`src/rtl/alarm_pkg.sv`:
```
// Shared definitions for the home-alarm control path.
//   - State encodings (IDLE..ALARM), fixed at 3 bits.
//   - Default sizing and delay constants used as parameter defaults.
package alarm_pkg;

   localparam int unsigned STATE_W     = 3;
   localparam int unsigned NZ_DEF      = 4;
   localparam int unsigned CNT_W_DEF   = 8;
   localparam int unsigned EXIT_S_DEF  = 30;
   localparam int unsigned ENTRY_S_DEF = 20;
   localparam int unsigned SIREN_S_DEF = 180;

   typedef enum logic [STATE_W-1:0] {
      IDLE  = 3'd0,
      EXIT  = 3'd1,
      ARMED = 3'd2,
      ENTRY = 3'd3,
      ALARM = 3'd4
   } alarmState_t;

endpackage

```
`src/rtl/sec_countdown.sv`:
```
// Loadable seconds down-counter shared by all timed alarm phases.
// Ports:
//   clkSignal, RST  clock, asynchronous active-high reset
//   load, loadVal   reload the count (load wins over a coincident tick)
//   tick            1 Hz one-cycle pulse; decrements while count > 0
//   count           current count
//   expire_c        combinational: tick while count is 1 (or 0, so a
//                   zero-length phase ends on its first tick)
module sec_countdown #(
   parameter int unsigned CNT_W = 8
) (
   input  logic             clkSignal,
   input  logic             RST,
   input  logic             load,
   input  logic [CNT_W-1:0] loadVal,
   input  logic             tick,
   output logic [CNT_W-1:0] count,
   output logic             expire_c
);

   assign expire_c = tick && (count <= CNT_W'(1));

   // Count register: load has priority, then saturating decrement on tick.
   always_ff @(posedge clkSignal or posedge RST) begin
      if (RST) begin
         count <= '0;
      end else if (load) begin
         count <= loadVal;
      end else if (tick && (count != '0)) begin
         count <= count - CNT_W'(1);
      end
   end

endmodule

```
`src/rtl/alarm_sequencer.sv`:
```
// Main control FSM for the home alarm: IDLE -> EXIT -> ARMED -> ENTRY -> ALARM.
// Ports:
//   clkSignal, RST   clock, asynchronous active-high reset
//   tick             1 Hz pulse from the prescaler
//   arm, disarm      one-cycle keypad pulses
//   zone             tripped sensor zones (synchronised upstream)
//   instant_mask     zones that skip the entry delay
//   siren            siren drive (registered, from next state)
//   armed_led        high in EXIT/ARMED/ENTRY/ALARM (registered, from next state)
//   beep             one-cycle pulse after each tick seen in EXIT/ENTRY
//   state            current state encoding
//   remaining        seconds left in the current timed phase, 0 when untimed
//   trip_zone        zones that caused the last ENTRY/ALARM
module alarm_sequencer
   import alarm_pkg::*;
#(
   parameter int unsigned NZ      = NZ_DEF,
   parameter int unsigned CNT_W   = CNT_W_DEF,
   parameter int unsigned EXIT_S  = EXIT_S_DEF,
   parameter int unsigned ENTRY_S = ENTRY_S_DEF,
   parameter int unsigned SIREN_S = SIREN_S_DEF
) (
   input  logic               clkSignal,
   input  logic               RST,
   input  logic               tick,
   input  logic               arm,
   input  logic               disarm,
   input  logic [NZ-1:0]      zone,
   input  logic [NZ-1:0]      instant_mask,
   output logic               siren,
   output logic               armed_led,
   output logic               beep,
   output logic [STATE_W-1:0] state,
   output logic [CNT_W-1:0]   remaining,
   output logic [NZ-1:0]      trip_zone
);

   localparam longint unsigned MaxDelay = (longint'(1) << CNT_W) - 1;

   // Refuse to elaborate with a delay the countdown cannot hold.
   if ((longint'(EXIT_S) > MaxDelay) || (longint'(ENTRY_S) > MaxDelay) ||
       (longint'(SIREN_S) > MaxDelay)) begin : gBadDelay
      $error("alarm_sequencer: delay parameter exceeds 2^CNT_W-1");
   end

   alarmState_t      stateQ;
   alarmState_t      nextState;
   logic             instHit;
   logic             anyZone;
   logic             expire;
   logic             load;
   logic [CNT_W-1:0] loadVal;

   assign instHit = |(zone & instant_mask);
   assign anyZone = |zone;
   assign state   = stateQ;

   // Next-state decode; order inside each state encodes event priority.
   always_comb begin
      nextState = stateQ;
      case (stateQ)
         IDLE:  if (arm) nextState = EXIT;
         EXIT: begin
            if (disarm)      nextState = IDLE;
            else if (expire) nextState = ARMED;
         end
         ARMED: begin
            if (disarm)       nextState = IDLE;
            else if (instHit) nextState = ALARM;
            else if (anyZone) nextState = ENTRY;
         end
         ENTRY: begin
            if (disarm)       nextState = IDLE;
            else if (instHit) nextState = ALARM;
            else if (expire)  nextState = ALARM;
         end
         ALARM: begin
            if (disarm)      nextState = IDLE;
            else if (expire) nextState = ARMED;
         end
         default: nextState = IDLE;
      endcase
   end

   // Every state change reloads the countdown; untimed states load 0.
   always_comb begin
      load    = (nextState != stateQ);
      loadVal = '0;
      case (nextState)
         EXIT:    loadVal = CNT_W'(EXIT_S);
         ENTRY:   loadVal = CNT_W'(ENTRY_S);
         ALARM:   loadVal = CNT_W'(SIREN_S);
         default: loadVal = '0;
      endcase
   end

   // State and registered outputs.
   always_ff @(posedge clkSignal or posedge RST) begin
      if (RST) begin
         stateQ    <= IDLE;
         siren     <= 1'b0;
         armed_led <= 1'b0;
         beep      <= 1'b0;
         trip_zone <= '0;
      end else begin
         stateQ    <= nextState;
         siren     <= (nextState == ALARM);
         armed_led <= (nextState != IDLE);
         beep      <= tick && ((stateQ == EXIT) || (stateQ == ENTRY));
         if ((stateQ == IDLE) && (nextState == EXIT)) begin
            trip_zone <= '0;
         end else if ((stateQ == ARMED) &&
                      ((nextState == ENTRY) || (nextState == ALARM))) begin
            trip_zone <= zone;
         end else if ((stateQ == ENTRY) && (nextState != IDLE)) begin
            trip_zone <= trip_zone | zone;
         end
      end
   end

   sec_countdown #(
      .CNT_W (CNT_W)
   ) uCountdown (
      .clkSignal (clkSignal),
      .RST       (RST),
      .load      (load),
      .loadVal   (loadVal),
      .tick      (tick),
      .count     (remaining),
      .expire_c  (expire)
   );

endmodule
```
`config.mk`:
```
export PLATFORM = sky130hd
export DESIGN_NAME = alarm_sequencer
export DESIGN_NICKNAME = d
export VERILOG_FILES = /design/src/rtl/alarm_pkg.sv /design/src/rtl/sec_countdown.sv /design/src/rtl/alarm_sequencer.sv
export SDC_FILE = /design/constraint.sdc
export NUM_CORES = 1
export LEC_CHECK = 0
export CAP_MARGIN = 25
export CORE_AREA = 2 2 58 60
export CTS_BUF_LIST = sky130_fd_sc_hd__clkbuf_4 sky130_fd_sc_hd__clkbuf_8
export CTS_CLUSTER_DIAMETER = 120
export DETAILED_ROUTE_END_ITERATION = 6
export DIE_AREA = 0 0 60 62
export SYNTH_ARGS = -nofsm -noshare
export SYNTH_HDL_FRONTEND = slang
export SYNTH_HIERARCHICAL = 1
export SYNTH_SLANG_ARGS = --single-unit
```
`constraint.sdc`:
```
create_clock -name clkSignal -period 2.95 [get_ports clkSignal]
set_input_delay 0.59 -clock clkSignal [delete_from_list [all_inputs] [get_ports clkSignal]]
set_output_delay 0.59 -clock clkSignal [all_outputs]
set_load 0.01 [all_outputs]
```
; Word level (Yosys, flattened, before mapping)
; Index checks and enable logic that the tools add are counted.
[word_totals]
reg_bits = 18
in_bits = 13
[classes]
addsub = 1
n_eq_ne = 8
magnitude_cmp = 1
n_bitwise = 2
n_mux = 16
reduce_logical = 16
[ops]
columns = op, count
row1 = $mux W3, 9
row2 = $pmux W8 S3, 1
row3 = $mux W8, 2
row4 = $mux W4, 3
row5 = $pmux W3 S4, 1
row6 = $eq A3 B2 Y1 const B, 3
row7 = $le A8 B1 Y1 const B, 1
row8 = $reduce_bool A8 Y1, 1
row9 = $reduce_or A4 Y1, 2
row10 = $sub A8 B1 Y8 const B, 1
row11 = $eq A3 B1 Y1 const B, 2
row12 = $eq A3 B3 Y1 const B, 2
row13 = $logic_and A1 B1 Y1, 6
row14 = $reduce_bool A3 Y1, 2
row15 = $and A4 B4 Y4, 1
row16 = $or A4 B4 Y4, 1
row17 = $logic_not A3 Y1, 1
row18 = $ne A3 B3 Y1, 1
row19 = $logic_or A1 B1 Y1, 2
row20 = $reduce_bool A2 Y1, 1
row21 = $reduce_or A2 Y1, 1

; Depth between registers and ports, before layout
; Gate-level depths: netlist of run 1.
[depth]
depth_word = 11
depth_mapped = 12

; Hierarchy
; The synthesis of run 1 kept the hierarchy.
[by_module_without_submodules]
columns = mod, area_per_inst_um2, seq_area_each_um2, instances, cells_per_inst
row1 = alarm_sequencer, 613.1, 250.2, 1, 63
row2 = sec_countdown, 538.0, 200.2, 1, 64

; Worst setup path before layout of run 1
; OpenSTA, ideal clock, no wires.
[synth_path]
path_kind = in2reg
startpoint = in tick
endpoint = reg uCountdown.count[3]
n_path_buf = 2
t_arrival_ps = 2636
stages = 10
setup_ps = 132
slack_ps = 182
path_cell_list = inv_1 or3_1 nor4_1 nand2_1 o21ai_0 o22ai_1 o221ai_1 clkbuf_1 buf_1 o21ai_1
[synth_lines]
columns = element, line
row1 = from (decl), alarm_sequencer.sv:25  ; input logic tick,
row2 = $logic_and A1 B1 Y1 *, sec_countdown.sv:21  ; assign expire_c = tick && (count <= CNT_W'(1));
row3 = via expire, alarm_sequencer.sv:50  ; logic expire;
row4 = $mux W3, alarm_sequencer.sv:75  ; else if (expire) nextState = ALARM;
row5 = $mux W3, alarm_sequencer.sv:74  ; else if (instHit) nextState = ALARM;
row6 = $mux W3, alarm_sequencer.sv:73  ; if (disarm) nextState = IDLE;
row7 = $pmux W3 S4 *, alarm_sequencer.sv:61  ; case (stateQ)
row8 = $ne A3 B3 Y1 *, alarm_sequencer.sv:87  ; load = (nextState != stateQ);
row9 = via load, alarm_sequencer.sv:51  ; logic load;
row10 = $mux W8 / $reduce_bool A2 Y1 (equally long branches), n/a
row11 = to (signal assigned), sec_countdown.sv:28  ; count <= loadVal;
row12 = to (signal assigned), sec_countdown.sv:30  ; count <= count - CNT_W'(1);
row13 = to (decl), sec_countdown.sv:17  ; output logic [CNT_W-1:0] count,
; The timed path passes the listed nets; every way through them passes the cells marked *.
; A chain may end at the register's enable or synchronous reset.

; Worst setup path after layout of run 1
[layout_path]
startpoint = in tick
endpoint = reg uCountdown.count[4]
[layout_via]
elab_chain_len = 8
[layout_lines]
columns = element, line
row1 = $logic_and A1 B1 Y1 *, sec_countdown.sv:21
row2 = via expire, alarm_sequencer.sv:50
row3 = $mux W3, alarm_sequencer.sv:75
row4 = $mux W3, alarm_sequencer.sv:74
row5 = $mux W3, alarm_sequencer.sv:73
row6 = $pmux W3 S4 *, alarm_sequencer.sv:61
row7 = via nextState[2], alarm_sequencer.sv:47  ; alarmState_t nextState;
row8 = "$eq A3 B3 Y1, or another cell as far along", alarm_sequencer.sv:89  ; case (nextState)
row9 = $pmux W8 S3, alarm_sequencer.sv:89
row10 = $mux W8, sec_countdown.sv:27  ; end else if (load) begin
; Marked as above.

==> results of run 1 <==
## metal layers
metal	GRT usage (%)	wire length, um	vias up
met5	0	0	-
met4	3.81	43	0
met3	3.31	122	7
met2	31.8	1480	39
met1	17.6	1100	500
li1	-	-	539
## registers in the layout (all words and copies together) (netlist names)
signal            count
uCountdown/count      8
state                 3
armed_led             1
trip_zone             4
siren                 1
beep                  1
## cell families (layout without fill, tap and decap cells)
group | count (synthesis) | count (layout) | share of synthesized area (%)
compound gates | 39 | 39 | 24.5
xor+xnor | 2 | 2 | 1.52
fa+ha+maj | 3 | 3 | 3.26
buf+inv | 14 | 51 | 4.89
flops | 18 | 18 | 39.1
mux | 2 | 2 | 1.74
other cells | 1 | 2 | 0.326
simple gates | 48 | 48 | 24.7
## critical path, cell delays in order
cell             delay [ps]
clkdlybuf4s50_1         480
inv_1                    60
or3_1                   300
nor4_1                  290
buf_4                   210
nand2_1                 120
a311o_1                 440
a21oi_1                 200
or2_1                   140
nand2_1                  50
o21ai_1                  60
## final cells by class
class / count / area (um^2) / share of cell area [%]
clock buffer: 4 / 36.3 / 2.27
sequential: 18 / 450 / 28.2
inverter: 9 / 33.8 / 2.11
tap: 46 / 57.6 / 3.60
timing repair buffer: 38 / 373 / 23.3
multi-input combinational: 96 / 648 / 40.5
## path summary, 6_finish.rpt
kind | from | end | cells past startpoint
max in group asynchronous | RST | trip_zone[1] | 2
max | tick | uCountdown/count[4] | 11
min in group asynchronous | RST | uCountdown/count[0] | 2
max reg2reg | uCountdown/count[4] | uCountdown/count[4] | 9
min reg2reg | trip_zone[3] | trip_zone[3] | 1
min | trip_zone[3] | trip_zone[3] | 1
## metrics by stage
| step | hold WS [ps] | instance area (um^2) | worst slack [ps] | power, mW | std cells |
|---|---|---|---|---|---|
| 5_1_grt | 545 | 1600 | 67.0 | 1.33 | 211 |
| 3_3_place_gp | 489 | 1560 | -18.1 | 1.07 | 207 |
| 6_report | 514 | 1600 | 231 | 1.22 | 211 |
| 4_1_cts | 517 | 1600 | 234 | 1.23 | 211 |
| 2_1_floorplan | 406 | 1150 | 182 | 0.790 | 128 |
| 3_5_place_dp | 484 | 1560 | -53.4 | 1.08 | 207 |
## placed cells by master, fill, tap and decap left out, drive strengths merged, types with 3 or more instances in the layout
cell type      instances
a21oi                  7
a22o                   4
buf                    8
clkbuf                 4
clkdlybuf4s50         30
dfrtp                 18
ha                     3
inv                    9
nand2                 10
nand3                  5
nor2                   9
nor2b                  3
nor3                   4
o21ai                 10
or3                    3
## power breakdown
part / total (mW) / switching [mW] / internal (mW)
sequential: 0.412 / 0.0959 / 0.316
combinational: 0.656 / 0.312 / 0.344
clock: 0.154 / 0.0787 / 0.0754
total: 1.22 / 0.487 / 0.735
==> run_results.csv, run 1 <==
group,metric,value,unit
place,gp_congestion,0.833,
sta,finalHoldViolCount,0,
die,initial_utilization,36.2,%
clock_network,cts_setup_buffers,0,
power_and_ir_drop,p_per_area,764,nW/um^2
yosys,synth.most_common_cell,"dfrtp_1",
worst_hold_path,hold_path_class,"register to register",
global_route,grt_usage,16.2,%
drt,drt-total-wl,2.75,mm
sta,rsz0062_at_grt,"no",
sta,tns,0,ps
yosys,ys.flop_type,"dfrtp_1",
yosys,synth_area,1150,um^2
finish,fin_nets,182,
finish,finish.utilization,50.3,%
global_route,grt.overflow.total,0,
critical_path,startpoint_type,"input pin",
critical_path,path_class,"input pin to register",
die,fp.dieW,60,um
critical_path,reg2reg_slack,430,ps
die,die_area,3720,um^2
drt,vias,1085,
clock_network,post_cts_resize_count,0,
finish,area_growth,38.9,%
finish,num_antenna_cells,0,
global_route,grt_pass1_wl,4.53,mm
sta,max_freq,368,MHz
yosys,synth_area_per_cell,9.06,um^2
drt,final_antenna_net_count,0,
drt,via_per_inst,5.14,
drt,wl_per_cell,13.0,um
die,rows,21,
clock_network,cts_made_buffers,3,
die,die_y,62,um
drt,drt_iter0_drc,55,
yosys,yosysTopAreaCell,"dfrtp_1",
yosys,synth_top_area_share,39.1,%
sta,slew_viol_final,0,
sta,fin_crit_sh,92.2,%
run,maxCapViolCount,0,
critical_path,cp.arrival,2950,ps
sta,setup_viol,0,
yosys,yosys_warnings,6,
yosys,ys_top_cells_by_area,"dfrtp_1, ha_1, nand2_1",
finish,n_fill_cell,311,
sta,fin_crit,2720,ps
clock_network,cts_tree,"yes",
yosys,ys_ff_latch,18,
power_and_ir_drop,ir_worst_vdd,0.324,mV
critical_path,worstPathRequired,3190,ps
yosys,ys_seq_area_share,39.1,%
critical_path,end_kind,"register",
yosys,synth-edff-count,0,
die,io_pins,31,
drt,dr.pass1.iters,5,
critical_path,path_max_fanout,7,
clock_network,clk_pin_slew_worst_paths,100,ps
power_and_ir_drop,leakage,0.663,nW
clock_network,holdBufCountCts,0,
yosys,yosysUniqueCellTypes,48,
global_route,grt_max_degree,19,
yosys,synth_common_cells,"dfrtp_1, nand2_1, inv_1, nor2_1",
sta,fin_worst_skew,0.924,ps
clock_network,htreeDepth,1,
global_route,antenna_found_initial,0,
die,core,3180,um^2
drt,drc_errors,0,
place,port-buffer-count,30,
global_route,grt_pass1_vias,1062,
clock_network,cts_root_buf,"clkbuf_4",
yosys,async_flop_share,100,%
finish,drive_above_1_share,12.1,%
run_status,outcome,"finished, final reports clean",
clock_network,clk_latency,300,ps
yosys,synthCells,127,
clock_network,cts.sinks,18,
place,dpl.hpwl,2.25,mm
clock_network,clock_path_buffers,2,
Note: power is estimated with default switching activity, not from simulation.
==> run 2, diff against run 1 <==
--- a/config.mk
+++ b/config.mk
@@ -11,7 +11,9 @@
 export CTS_CLUSTER_DIAMETER = 120
 export DETAILED_ROUTE_END_ITERATION = 6
 export DIE_AREA = 0 0 60 62
+export HOLD_SLACK_MARGIN = 0.1
 export SYNTH_ARGS = -nofsm -noshare
 export SYNTH_HDL_FRONTEND = slang
 export SYNTH_HIERARCHICAL = 1
 export SYNTH_SLANG_ARGS = --single-unit
+export TNS_END_PERCENT = 20
==> results of run 2 <==
Same layout as run 1: the final DEF is identical, and so are final timing and power.
==> run 3, diff against run 2 <==
--- a/config.mk
+++ b/config.mk
@@ -6,14 +6,15 @@
 export NUM_CORES = 1
 export LEC_CHECK = 0
 export CAP_MARGIN = 25
-export CORE_AREA = 2 2 58 60
+export CORE_AREA = 2 2 56 58
 export CTS_BUF_LIST = sky130_fd_sc_hd__clkbuf_4 sky130_fd_sc_hd__clkbuf_8
 export CTS_CLUSTER_DIAMETER = 120
 export DETAILED_ROUTE_END_ITERATION = 6
-export DIE_AREA = 0 0 60 62
+export DIE_AREA = 0 0 58 60
 export HOLD_SLACK_MARGIN = 0.1
+export MAX_ROUTING_LAYER = met4
+export PLACE_DENSITY = 0.65
 export SYNTH_ARGS = -nofsm -noshare
 export SYNTH_HDL_FRONTEND = slang
-export SYNTH_HIERARCHICAL = 1
 export SYNTH_SLANG_ARGS = --single-unit
 export TNS_END_PERCENT = 20
==> run 3 against run 2 <==
  * Cell area decreased by 7.4%
  * Global-route usage is 0.89 points higher
  * Sequential power fell by 5.3%
  * Die area fell by 6.5%
  * Worst setup slack better by 250 ps
  * Count of clock-buffer cells in the layout did not move
  * Synthesized cell count down 13%
  * Final cell count fell by 15%
  * Sequential share of layout area is 2.2 points higher
  * Worst hold slack improved by 40 ps
  * Flip-flop and latch count did not move
  * Synthesized area is 6.8% lower
  * Critical endpoint is now uCountdown.count[4]
==> run_results.csv, run 3 <==
group,metric,value,unit
clock_network,htreeDepth,1,
yosys,ys_ff_latch,18,
critical_path,cp.depth,5,
sta,fin_crit_sh,83.8,%
die,rows,20,
yosys,synth_top_area_share,42.0,%
clock_network,post_cts_resize_count,0,
sta,fin_worst_skew,7.43,ps
worst_hold_path,hold_path_class,"register to register",
drt,dr.pass1.iters,4,
drt,via_per_inst,5.58,
critical_path,max_stage_delay,640,ps
finish,drive_above_1_share,12.2,%
clock_network,clk_pin_slew_worst_paths,110,ps
finish,largest_reg_flops,8,
finish,num_antenna_cells,0,
critical_path,worstSetupStartpoint,"uCountdown.count[4]",
yosys,yosys_warnings,0,
die,core,2900,um^2
drt,vias,1004,
drt,drt-met1-wl,1.29,mm
global_route,grt_pass1_wl,4.50,mm
yosys,yosysUniqueCellTypes,43,
power_and_ir_drop,p_per_area,682,nW/um^2
critical_path,cp.arrival,2640,ps
global_route,grt.overflow.total,0,
global_route,grt_max_degree,19,
power_and_ir_drop,leakage,0.612,nW
global_route,grt_pass1_vias,1001,
clock_network,cts_root_buf,"clkbuf_4",
drt,met3_length,93,um
clock_network,cts_tree,"yes",
clock_network,clk_latency,290,ps
critical_path,crit_family,"simple AND/OR/NAND/NOR gates",
global_route,antenna_found_initial,0,
yosys,synth_common_cells,"dfrtp_1, nor2_1, nor3_1, a21oi_1",
clock_network,cts_setup_buffers,0,
die,die_y,60,um
drt,drt_iter0_drc,30,
drt,highest_layer,"met4",
drt,final_antenna_net_count,0,
critical_path,startpoint_type,"register",
die,io_pins,31,
worst_hold_path,worstHoldStart,"trip_zone[1]",
yosys,synthesis.nets,126,
place,dp_slack,193,ps
critical_path,end_kind,"register",
run,maxCapViolCount,0,
finish,final_common_cell,"clkdlybuf4s50_1",
drt,drt-total-wl,2.62,mm
clock_network,clock_path_buffers,2,
global_route,grt_usage,17.1,%
yosys,ys_top_cells_by_area,"dfrtp_1, nor2_1, nor3_1",
critical_path,cp_slowest_cell,"or4_1",
clock_network,holdBufCountCts,0,
place,port-buffer-count,30,
sta,worst_pin_slew,697,ps
sta,slew_viol_final,0,
power_and_ir_drop,power,1.01,mW
yosys,synth_area,1070,um^2
sta,finalHoldViolCount,0,
critical_path,crit_chain,"or4_1, or3_1, a311oi_1, o31a_1, a21oi_1",
finish,fin_nets,163,
power_and_ir_drop,ir_worst_vdd,0.373,mV
drt,routed-wl-met2,1.23,mm
yosys,synthCells,111,
yosys,synth.most_common_cell,"dfrtp_1",
die,initial_utilization,36.9,%
worst_hold_path,worstHoldPathCells,2,
yosys,yosysTopAreaCell,"dfrtp_1",
finish,area_growth,38.2,%
clock_network,cts.sinks,18,
finish,final_cell_mix,"clkdlybuf4s50_1, dfrtp_1, nor2_1, nor3_1, buf_4",
sta,rsz0062_at_grt,"no",
drt,drc_errors,0,
yosys,ys_seq_area_share,42.0,%
critical_path,r2r-start,"uCountdown.count[4]",
clock_network,cts_made_buffers,3,
place,gp_congestion,0.841,
sta,worst_slack,478,ps
drt,wl_per_cell,14.6,um
sta,tns,0,ps
place,dpl.hpwl,2.00,mm
yosys,synth_area_per_cell,9.66,um^2
finish,top_register,"uCountdown.count",
critical_path,worstPathRequired,3120,ps
place,placed_area,1450,um^2
sta,max_freq,405,MHz
run_status,outcome,"finished, final reports clean",
critical_path,crit_buf_inv,0,
die,fp.dieW,58,um
sta,setup_viol,0,
finish,final_area,1480,um^2
sta,fin_crit,2470,ps
yosys,async_flop_share,100,%
critical_path,rr_worst_depth,5,
yosys,ys.flop_type,"dfrtp_1",
critical_path,path_class,"register to register",
critical_path,path_max_fanout,6,
die,die_area,3480,um^2
sta,slew-limit-headroom,53.5,%
yosys,synth-edff-count,0,
## run 3: final timing paths
kind / to / slack, ps
min in group asynchronous: uCountdown.count[4] / 690
max: uCountdown.count[4] / 480
max in group asynchronous: trip_zone[1] / 1810
min reg2reg: trip_zone[1] / 550
min: trip_zone[1] / 550
max reg2reg: uCountdown.count[4] / 480
## run 3: cell type report
class | instances | area (um^2)
inverters | 4 | 15.0
multi-input cells | 84 | 586
flip-flops and latches | 18 | 450
clock buffers | 4 | 36.3
repair buffers | 37 | 353
fillers | 276 | 1420
well taps | 33 | 41.3
## run 3: metal layers
layer / global-route usage (%) / vias to the layer above
li1: - / 497
met3: 2.81 / 2
met5: - / -
met2: 28.1 / 23
met1: 22.4 / 482
met4: 2.99 / 0
## run 3: power breakdown
part | internal, mW | leakage, nW | switching [mW]
sequential | 0.305 | 0.234 | 0.0857
clock | 0.0750 | 0.0210 | 0.0760
combinational | 0.251 | 0.357 | 0.217
## run 3: cell families (layout without fill, tap and decap cells)
kind of cell / after synthesis / count (layout) / synth area share, %
and+or+nand+nor: 43 / 43 / 23.0
AOI/OAI and AO/OA: 33 / 33 / 24.4
DFF: 18 / 18 / 42.0
buffers and inverters: 9 / 45 / 3.38
xor gates and xnor gates: 6 / 6 / 4.90
adders and majority gates: 2 / 2 / 2.33
## run 3: worst register-to-register path: cells and delay by family, from the launching register on
kind | cells | cell delay [ps]
compound gates | 3 | 720
simple gates | 2 | 1180
flops | 1 | 450
## run 3: metrics by stage
step	util (%)	hold slack, ps	instances
global route	51.0	607	180
floorplan	-	529	111
global placement	49.8	525	176
CTS	51.0	565	180
detailed placement	49.8	523	176
finish	51.0	554	180
